<file path="config.mk">
export PLATFORM = sky130hd
export DESIGN_NAME = shift_out_reg
export DESIGN_NICKNAME = d
export VERILOG_FILES = /design/src/rtl/shift_out_reg.sv
export SDC_FILE = /design/constraint.sdc
export NUM_CORES = 1
export LEC_CHECK = 0
export CAP_MARGIN = 20
export CORE_MARGIN = 1
export CORE_UTILIZATION = 45
export DETAILED_ROUTE_END_ITERATION = 8
export DONT_BUFFER_PORTS = 1
export SYNTH_ARGS = -nofsm -noshare
export SYNTH_HDL_FRONTEND = slang
export SYNTH_SLANG_ARGS = --single-unit
export TNS_END_PERCENT = 1
</file>
<file path="constraint.sdc">
create_clock -name clk -period 1.6 [get_ports clk]
set_clock_uncertainty 0.05 [all_clocks]
set_input_delay 0.32 -clock clk [delete_from_list [all_inputs] [get_ports clk]]
set_output_delay 0.32 -clock clk [all_outputs]
set_load 0.005 [all_outputs]
</file>
<file path="src/rtl/shift_out_reg.sv">
// Parallel-in / serial-out read-out register with a valid/ready serial port.
// Captures a word in IDLE, streams it one bit per accepted transfer, then pulses done.
`timescale 1ns/1ps
module shift_out_reg #(
    parameter int n         = 4,
    parameter bit MSB_FIRST = 1'b1
) (
    input  logic         clk,
    input  logic         rst,
    input  logic [n-1:0] in,
    input  logic         load,
    input  logic         clr,
    output logic         sout,
    output logic         sout_valid,
    input  logic         sout_ready,
    output logic         busy,
    output logic         done
);
    function automatic int f_clog2(input int value);
        int w;
        w = 0;
        while ((1 << w) < value) w++;
        return w;
    endfunction

    localparam int CW = (f_clog2(n + 1) < 1) ? 1 : f_clog2(n + 1);

    typedef enum logic [1:0] {
        S_IDLE  = 2'd0,
        S_SHIFT = 2'd1,
        S_DONE  = 2'd2
    } state_t;

    state_t          r_state;
    state_t          w_next;
    logic [n-1:0]    r_shreg;
    logic [CW-1:0]   r_count;
    logic            w_accept;
    logic            w_capture;
    logic            w_last;
    logic            w_bit;

    assign w_accept  = (r_state == S_SHIFT) && sout_ready;
    assign w_capture = (r_state == S_IDLE) && load;
    assign w_last    = w_accept && (r_count == CW'(1));

    always_ff @(posedge clk or posedge rst) begin
        if (rst) begin
            r_state <= S_IDLE;
        end else begin
            r_state <= w_next;
        end
    end

    // clr is active-low and outranks every other request on the same edge
    always_comb begin
        w_next = r_state;
        if (!clr) begin
            w_next = S_IDLE;
        end else begin
            case (r_state)
                S_IDLE:  if (load)   w_next = S_SHIFT;
                S_SHIFT: if (w_last) w_next = S_DONE;
                S_DONE:  w_next = S_IDLE;
                default: w_next = S_IDLE;
            endcase
        end
    end

    always_ff @(posedge clk or posedge rst) begin
        if (rst) begin
            r_shreg <= '0;
            r_count <= '0;
        end else if (!clr) begin
            r_shreg <= '0;
            r_count <= '0;
        end else if (w_capture) begin
            r_shreg <= in;
            r_count <= CW'(n);
        end else if (w_accept) begin
            r_shreg <= MSB_FIRST ? (r_shreg << 1) : (r_shreg >> 1);
            if (r_count != '0) begin
                r_count <= r_count - 1'b1;
            end
        end
    end

    // Outputs are pure decodes of registered state; sout_ready never reaches them
    assign w_bit      = MSB_FIRST ? r_shreg[n-1] : r_shreg[0];
    assign sout       = (r_state == S_SHIFT) && w_bit;
    assign sout_valid = (r_state == S_SHIFT);
    assign busy       = (r_state == S_SHIFT) || (r_state == S_DONE);
    assign done       = (r_state == S_DONE);

endmodule
</file>
==> results of run 1 <==
[path summary, 6_finish.rpt]
| kind | from | to |
|---|---|---|
| min | clr | r_count[2] |
| max in group asynchronous | rst | r_state[0] |
| max reg2reg | r_state[0] | r_shreg[0] |
| min in group asynchronous | rst | r_shreg[1] |
| min reg2reg | r_shreg[1] | r_shreg[1] |
| max | r_state[1] | sout |
[routing by layer]
metal / up-vias / wire length (um) / track usage
met4: 0 / 13 / 0.112
met2: 10 / 537 / 0.258
met3: 2 / 38 / 0.0578
li1: 221 / - / -
met5: - / 0 / 0
met1: 203 / 592 / 0.293
[power breakdown]
part	total, mW	switching [mW]	internal (mW)	leakage, nW
sequential	0.292	0.0308	0.261	0.122
combinational	0.291	0.157	0.134	0.185
clock	0.184	0.0872	0.0964	0.0150
total	0.767	0.275	0.492	0.323
[synthesized netlist by cell type]
master	number	area (um^2)
a21oi_1	3	15.0
nor2_1	1	3.75
mux2i_1	4	40.0
a21o_1	1	7.51
o21ai_0	2	10.0
or3_1	2	12.5
and3b_1	2	17.5
and2b_1	1	7.51
and3_2	1	7.51
nand2_2	1	6.26
nand2_1	7	26.3
o2bb2ai_1	3	26.3
o31ai_1	1	7.51
buf_6	1	11.3
a22o_1	1	8.76
and2_1	3	18.8
ha_1	7	87.6
o221a_2	1	11.3
nor3_1	1	5.00
dfrtp_1	9	225
inv_1	5	18.8
nor2b_1	1	6.26
a32o_1	1	10.0
o32ai_2	1	16.3
[placed cells by master, fill, tap and decap left out, drive strengths merged]
master | netlist | final
o32ai | 1 | 1
o31ai | 1 | 1
a32o | 1 | 1
or3 | 2 | 2
nor2 | 1 | 1
and2 | 3 | 3
mux2i | 4 | 4
nand2 | 8 | 8
a21o | 1 | 1
dfrtp | 9 | 9
a22o | 1 | 1
inv | 5 | 5
and3 | 1 | 1
and2b | 1 | 1
clkbuf | 0 | 4
nor2b | 1 | 1
nor3 | 1 | 1
ha | 7 | 7
o221a | 1 | 1
dlygate4sd3 | 0 | 1
and3b | 2 | 2
a21oi | 3 | 3
o2bb2ai | 3 | 3
o21ai | 2 | 2
buf | 1 | 1
[stage by stage]
step,setup TNS [ns],power (mW),hold WS [ns],cell area (um^2)
after detailed placement,0,0.574,0.152,621
after floorplan,0,0.511,0.0979,607
after CTS,0,0.762,0.122,657
after global routing,-0.00648,0.824,0.127,662
after global placement,0,0.574,0.151,621
final,0,0.767,0.121,662
[state kept, by name, summed over array words and instances, names as in the netlist]
| signal | cells |
|---|---|
| r_count | 3 |
| r_state | 2 |
| r_shreg | 4 |
[cell families (layout without fill, tap and decap cells)]
group                    Yosys count  count (layout)  share of synthesized area
multiplexers                       4               4                     0.0660
buffers and inverters              6              11                     0.0495
AO/OA/AOI/OAI                     14              14                      0.186
AND/OR/NAND/NOR                   20              20                      0.184
adder cells (fa/ha/maj)            7               7                      0.144
flip-flops                         9               9                      0.371
[layout make-up]
| class | count | area [um^2] |
|---|---|---|
| fill | 119 | 524 |
| timing repair buffer | 2 | 17.5 |
| clock buffer | 4 | 26.3 |
| tap | 14 | 17.5 |
| sequential | 9 | 225 |
| multi-input combinational | 45 | 357 |
| inverter | 5 | 18.8 |
[timing repair]
| item | in CTS | in global routing |
|---|---|---|
| gates resized for setup | 0 | 2 |
| endpoints found under the hold margin | 9 | 0 |
| setup endpoints to repair | 0 | 3 |
| hold buffers | 1 | 0 |
==> key figures, run 1 <==
Status
  – Status: complete, no violations

Critical path
  – Buf+Inv Stages, Crit Path: 1
  – Reg2reg setup slack: 0.13 ns
  – Worst-path fanout max: 5
  – Slowest stage delay, CP: 0.40 ns
  – Data arrival, critical path: 1.15 ns
  – Worst Path Required: between 1 and 1.5 ns
  – CP endpoint kind: primary output
  – Critical Path, Cell by Cell: inv_1 > ha_2 > and2_1
  – Crit path max-delay family: flip-flops
  – Crit Path Category: reg2out
  – Crit-path slowest cell: dfrtp_1
  – Worst Setup Start Kind: register
  – Worst r2r path cells: 5
  – Stages on worst setup path: 3

Detailed routing
  – DRC: 0
  – WL/cell: 15.0 um
  – Via-per-instance ratio: 5.52
  – DRT antenna net count: 0
  – First-pass DRT Iterations: 3
  – Via Count: about 440
  – Routed WL: 1180 um
  – DR iter-0 viols: 6

Min path
  – Hold Path Class: in2reg
  – WHS Path Cells: 2

Clocking
  – Htree depth: 1
  – Root Buffer: clkbuf_4
  – Worst skew pair latency: 0.27 ns
  – Clk sinks: 9
  – Setup Fix Bufs, Post-CTS: 0
  – Reg clk slew, reported paths: 0.07 ns
  – CTS Buf Count: 3
  – Worst-case clock buffer depth: 2
  – CTS tree: built

STA
  – Slew @ Worst Pin: 0.364 ns
  – RSZ-0062 raised after global routing: yes
  – Setup ws final: 0.0764 ns
  – Final hold vios: 0
  – Minimum clock period: between 1.5 and 2 ns
  – Fmax: 0.656 GHz
  – Slew HR: 0.757
  – Period utilization: 0.952
  – Final setup fails: 0
  – Final Max Slew Viols: 0

GRT
  – Number of global-route vias before repair: between 400 and 500
  – Largest net degree at the start of global routing: 10
  – GRT overflow: 0
  – Initial antenna violation count: 0
  – Overall Global Routing Usage: 0.201
  – First-pass GRT wire length: 1980 um

Yosys
  – Synthesized area: 607 um^2
  – Synthesized instance count: 60
  – Syn avg cell area: 10.1 um^2
  – Register bit count reported by yosys: 9
  – YS warnings: 0
  – Seq/Total Area, Yosys: 0.371
  – Synth cell types: 24
  – Synth Net Count: 76

Place
  – Post-place setup slack: slightly below 0.08 ns
  – IO buf count: 0
  – Post-Place Cells: 74
  – HPWL after DPL: 876 um
  – Gpl congestion: 0.668

Power
  – Pleak: 0.323 nW
  – Cell Pwr Density: 1160 nW/um^2
  – Peak supply drop: 0.537 mV

Final layout
  – Final net count: 82
  – Ant diodes: 0
  – Non-Filler Instances: 79
  – Share of layout cells above drive strength 1: 0.154
  – Final Core Density: 0.558
  – Area grow syn2layout: 9.07%

Die
  – DIE WIDTH: 38.7 um
  – Chip height: 38.7 um
  – Initial core utilization: 0.512
  – Cell Rows: 12
  – Die area: 1500 um^2
  – Core area: 1190 um^2
  – Top-Level Pins: 13

Run
  – Max_cap viols: 0
Power figures use the tool's default switching activity.
==> inputs of run 2 (changes only) <==
- ABC_AREA: default -> 1
- GPL_TIMING_DRIVEN: default -> 0
==> run 2 against run 1 <==
Against the previous run:
- flip-flop and latch count did not move
- non-clock buffer count fell by 1
- combinational power rose by 22%
- design area rose by 1.5%
- sequential share of layout area fell by 0.51 points
- clock-buffer cell count did not move
- synthesized cell count rose by 45%
- die area rose by 1.4%
- largest cell class unchanged
==> key figures, run 2 <==
Detailed routing
  – DRT antenna net count: 0
  – DRC: 0
  – Routed WL: between 1000 and 1500 um
  – Via Count: just over 500
  – Via-per-instance ratio: between 4 and 5
  – WL/cell: 11.4 um
  – First-pass DRT Iterations: 2
  – DR iter-0 viols: 2

Place
  – Post-place setup slack: about 0.17 ns
  – HPWL after DPL: 947 um
  – Gpl congestion: 0.761
  – IO buf count: 0

Critical path
  – Slowest stage delay, CP: approximately 0.38 ns
  – Crit Path Category: reg2out
  – Critical Path, Cell by Cell: inv_1 > ha_2 > nand2_1 > inv_1
  – Worst Path Required: between 1 and 1.5 ns
  – Worst-path fanout max: 4
  – Buf+Inv Stages, Crit Path: 2
  – Crit path max-delay family: flip-flops
  – CP endpoint kind: primary output
  – Crit-path most repeated cell: inv_1
  – Data arrival, critical path: 1.13 ns
  – Worst Setup Start Kind: register
  – Crit-path slowest cell: dfrtp_1

GRT
  – Met1 Usage GRT: 0.250
  – GR Layer Usage met2: 0.279
  – Initial antenna violation count: 0
  – Gr busiest metal: met2
  – Largest net degree at the start of global routing: 10
  – First-pass GRT wire length: between 1500 and 2000 um
  – GRT overflow: 0
  – Overall Global Routing Usage: 0.192
  – Met3 usage: 0.0405
  – Number of global-route vias before repair: 450

Yosys
  – Synthesized area: 616 um^2
  – Synth Net Count: around 100
  – Synthesized instance count: just under 90
  – Top cell type's share of synthesized area: 0.366
  – Seq/Total Area, Yosys: 0.366
  – Count leader, synth: nand2_1
  – Number of synthesized flops with an enable pin: 0
  – Post-synth ARST share: 1.00
  – Top area cells in the synthesized netlist: dfrtp_1 37%, nand2_1 23%, ha_1 14%
  – Most used DFF post-synth: dfrtp_1
  – Synth cell types: 13
  – YS warnings: 0
  – Syn avg cell area: slightly above 7 um^2
  – Synth cell count leaders: 37 x nand2_1, 14 x inv_1, 11 x nand3_1
  – Register bit count reported by yosys: 9
  – Post-synth top area cell: dfrtp_1

STA
  – Fmax: 0.668 GHz
  – Setup ws final: 0.104 ns
  – Slew @ Worst Pin: 0.349 ns
  – Hold WS: 0.151 ns
  – Period utilization: 0.935
  – Final Max Slew Viols: 0
  – Slew HR: 0.767
  – Setup TNS: 0 ns
  – Minimum clock period: 1.50 ns
  – Final hold vios: 0
  – Final setup fails: 0
  – RSZ-0062 raised after global routing: no

Die
  – DIE WIDTH: 39.0 um
  – Initial core utilization: 0.519
  – Core area: 1190 um^2
  – Chip height: 39.0 um
  – Top-Level Pins: 13
  – Die area: 1520 um^2
  – Cell Rows: 12

Final layout
  – Area grow syn2layout: 9.15%
  – Ant diodes: 0
  – Final Core Density: 0.566
  – Top flop regs: r_shreg: 4 flops, r_count: 3 flops, r_state: 2 flops
  – Commonest non-fill, non-tap cells in the layout: 37 x nand2_1, 14 x inv_1, 11 x nand3_1
  – Fill count: around 120
  – Final net count: between 100 and 150
  – Commonest non-fill, non-tap cell in the layout: nand2_1
  – Max reg flops: 4
  – Biggest register: r_shreg
  – Share of layout cells above drive strength 1: 0.0870

Clocking
  – Clk sinks: 9
  – Htree depth: 1
  – Reg clk slew, reported paths: 0.06 ns
  – CTS Buf Count: 3
  – Worst-case clock buffer depth: 2
  – Worst skew pair latency: 0.26 ns
  – Setup Fix Bufs, Post-CTS: 0
  – Root Buffer: clkbuf_4
  – CTS tree: built

Power
  – Power, Total: 0.847 mW
  – Cell Pwr Density: 1260 nW/um^2
  – Pleak: around 0.40 nW
  – Peak supply drop: 0.674 mV

Status
  – Status: complete, no violations

Run
  – Max_cap viols: 0

Min path
  – Hold Path Class: in2reg
## run 2: cell count changes after synthesis, sizes merged, moves of 2 or more
cell	previous run	this run
o2bb2ai	3	0
inv	5	14
and2	3	0
or3	2	0
nand2	8	38
mux2i	4	0
nand3	0	11
and3b	2	0
## run 2: area by class of cell
type	count	area (um^2)	area share
clock buffers	4	26.3	0.0391
inverters	14	52.6	0.0782
multi-input cells	64	340	0.507
flip-flops and latches	9	225	0.335
well taps	14	17.5	0.0261
repair buffers	1	10.0	0.0149
## run 2: final timing paths
kind / startpoint / endpoint / slack (ns) / depth (start not counted)
max: r_state[1] / sout / 0.10 / 4
min: clr / r_shreg[0] / 0.15 / 2
max reg2reg: r_state[0] / r_shreg[1] / 0.21 / 7
min reg2reg: r_shreg[0] / r_shreg[0] / 0.43 / 2
max in group asynchronous: rst / r_state[0] / 0.84 / 2
min in group asynchronous: rst / r_shreg[0] / 0.41 / 2
## run 2: through the flow
step	cells	instance area [um^2]
global placement	101	633
finish	106	672
detailed placement	101	633
CTS	106	669
floorplan	87	616
global route	106	672
## run 2: metal layers
metal / wire length [um] / vias up
met5: 0 / -
met4: 25 / 0
met3: 54 / 4
met2: 512 / 12
met1: 619 / 222
li1: - / 278
## run 2: power by group
part	switching, mW	total, mW	internal [mW]
clock	0.0831	0.179	0.0963
sequential	0.0367	0.313	0.276
combinational	0.227	0.355	0.128
## run 2: worst register-to-register path: cells and delay by family, from the launching register on
kind | cells | cell delay [ns]
and+or+nand+nor | 5 | 0.56
DFF | 1 | 0.38
adders and majority gates | 1 | 0.26
buffers and inverters | 1 | 0.09
## run 2: repair_timing
| action | CTS | global route |
|---|---|---|
| endpoints found under the hold margin | 9 | 0 |
| hold buffers | 1 | 0 |
| resized for setup | 0 | 1 |
| endpoints found under the setup margin | 0 | 1 |
## run 2: cells by family after synthesis
| group | after synthesis | share of synthesized area |
|---|---|---|
| adder cells (fa/ha/maj) | 7 | 0.142 |
| AO/OA/AOI/OAI | 5 | 0.0569 |
| flip-flops | 9 | 0.366 |
| buffers and inverters | 14 | 0.0854 |
| AND/OR/NAND/NOR | 52 | 0.350 |
==> inputs of run 3 (changes only) <==
- CORE_AREA: default -> 2 2 39 41
- CORE_MARGIN: 1 -> default
- CORE_UTILIZATION: 45 -> default
- DIE_AREA: default -> 0 0 41 43
==> run 3 against run 2 <==
Against the previous run:
- design area rose by 0.37%
- first-iteration DRC count rose to 3.5 times the previous value
- critical endpoint unchanged
- largest cell class unchanged
- core utilization decreased by 7.9 points
- critical path type unchanged
- final cell count grew 1.9%
==> key figures, run 3 (synthesis results as in run 2) <==
Detailed routing
  – WL/cell: 10.5 um
  – Routed wl met3: roughly 62 um
  – Metal2 WL: 541 um
  – DRC: 0
  – DR iter-0 viols: 7
  – Metal-1 WL: 513 um
  – DRT antenna net count: 0
  – Routed WL: between 1000 and 1500 um
  – Top layer reached by signal wires: met4
  – First-pass DRT Iterations: 4
  – Via-per-instance ratio: 5.08
  – Via Count: 549

Critical path
  – Worst Setup Start Kind: register
  – Crit Path Category: reg2out
  – Worst-path fanout max: 4
  – Worst Path Required: roughly 1.2 ns
  – CP endpoint kind: primary output
  – Worst setup path start: r_state[1]
  – Data arrival, critical path: ~1.1 ns
  – Origin of the critical flop-to-flop path: r_state[0]

Final layout
  – Non-Filler Instances: between 100 and 150
  – Biggest register: r_shreg
  – Final net count: ~110
  – Commonest non-fill, non-tap cells in the layout: 37 x nand2_1, 14 x inv_1, 11 x nand3_1
  – Area grow syn2layout: 9.55%
  – Commonest non-fill, non-tap cell in the layout: nand2_1
  – Share of layout cells above drive strength 1: 0.0870
  – Multi-input gate area: 340 um^2
  – Ant diodes: 0
  – Max reg flops: 4
  – Top flop regs: r_shreg: 4 flops, r_count: 3 flops, r_state: 2 flops
  – Fill count: 157
  – Reg area: 225 um^2
  – Fin area: 674 um^2

Die
  – Core area: 1380 um^2
  – Die area: approximately 1800 um^2
  – Chip height: 43 um
  – Top-Level Pins: 13
  – DIE WIDTH: 41 um
  – Initial core utilization: 0.445
  – Cell Rows: 14

STA
  – RSZ-0062 raised after global routing: no
  – Final Max Slew Viols: 0
  – Final hold vios: 0
  – Period utilization: 0.938
  – Fmax: 0.667 GHz
  – Final setup fails: 0
  – Setup TNS: 0 ns
  – Slew HR: 0.768
  – Slew @ Worst Pin: ~0.35 ns
  – Minimum clock period: ~1.5 ns
  – Hold WS: 0.151 ns

Run
  – Max_cap viols: 0

GRT
  – Overall Global Routing Usage: 0.170
  – GRT overflow: 0
  – Initial antenna violation count: 0
  – First-pass GRT wire length: 1990 um
  – Number of global-route vias before repair: 497
  – Largest net degree at the start of global routing: 10

Place
  – HPWL after DPL: 922 um
  – Post-Place Cells: 103
  – Gpl congestion: 0.814
  – DP Area: between 600 and 700 um^2
  – IO buf count: 0

Clocking
  – Htree depth: 1
  – CTS tree: built
  – Reg clk slew, reported paths: ~0.060 ns
  – Clk sinks: 9
  – Worst-case clock buffer depth: 2
  – Setup Fix Bufs, Post-CTS: 0
  – Worst skew pair latency: ~0.26 ns
  – Root Buffer: clkbuf_4
  – CTS Buf Count: 3

Status
  – Status: complete, no violations

Power
  – Peak supply drop: 0.626 mV
  – Cell Pwr Density: between 1000 and 1500 nW/um^2
  – Pleak: ~0.40 nW

Min path
  – Hold Path Class: in2reg
  – Hold_sp: clr
run 3: worst max-delay path, stage by stage, from the launching register on:
cell and delay, ns:
dfrtp_1 0.37, inv_1 0.12, ha_2 0.24, nand2_1 0.07, inv_1 0.07
run 3: final timing paths:
kind	to	slack, ns	cells past startpoint
max reg2reg	r_shreg[3]	0.22	7
max	sout	0.1	4
min in group asynchronous	r_shreg[3]	0.42	2
min	r_count[2]	0.15	2
max in group asynchronous	r_count[0]	0.83	2
min reg2reg	r_shreg[2]	0.43	2
run 3: power breakdown:
| part | internal [mW] | switching [mW] | total, mW |
|---|---|---|---|
| Sequential | 0.276 | 0.0380 | 0.314 |
| Combinational | 0.127 | 0.214 | 0.342 |
| Clock | 0.0960 | 0.0780 | 0.174 |
| Total | 0.500 | 0.330 | 0.830 |
run 3: cell type report:
class,instances,area share
clock buffer,4,0.0390
inverter,14,0.0779
multi-input combinational,64,0.505
sequential,9,0.334
tap,16,0.0297
timing repair buffer,1,0.0148
run 3: what timing repair did:
| item | in CTS | in global routing |
|---|---|---|
| hold buffers | 1 | 0 |
| endpoints found under the hold margin | 9 | 0 |
| gates resized for setup | 0 | 1 |
| setup endpoints to repair | 0 | 1 |
run 3: stage by stage:
stage	power, mW	util	setup slack (ns)
floorplan	0.592	-	0.375
global placement	0.657	0.459	0.216
detailed placement	0.659	0.459	0.215
CTS	0.837	0.486	0.0664
global route	0.915	0.487	0.00708
finish	0.830	0.487	0.0997
run 3: layer usage:
layer / global-route usage / vias up
met3: 0.0524 / 4
met1: 0.225 / 254
met4: 0.0800 / 0
met2: 0.244 / 11
li1: - / 280
met5: 0 / -
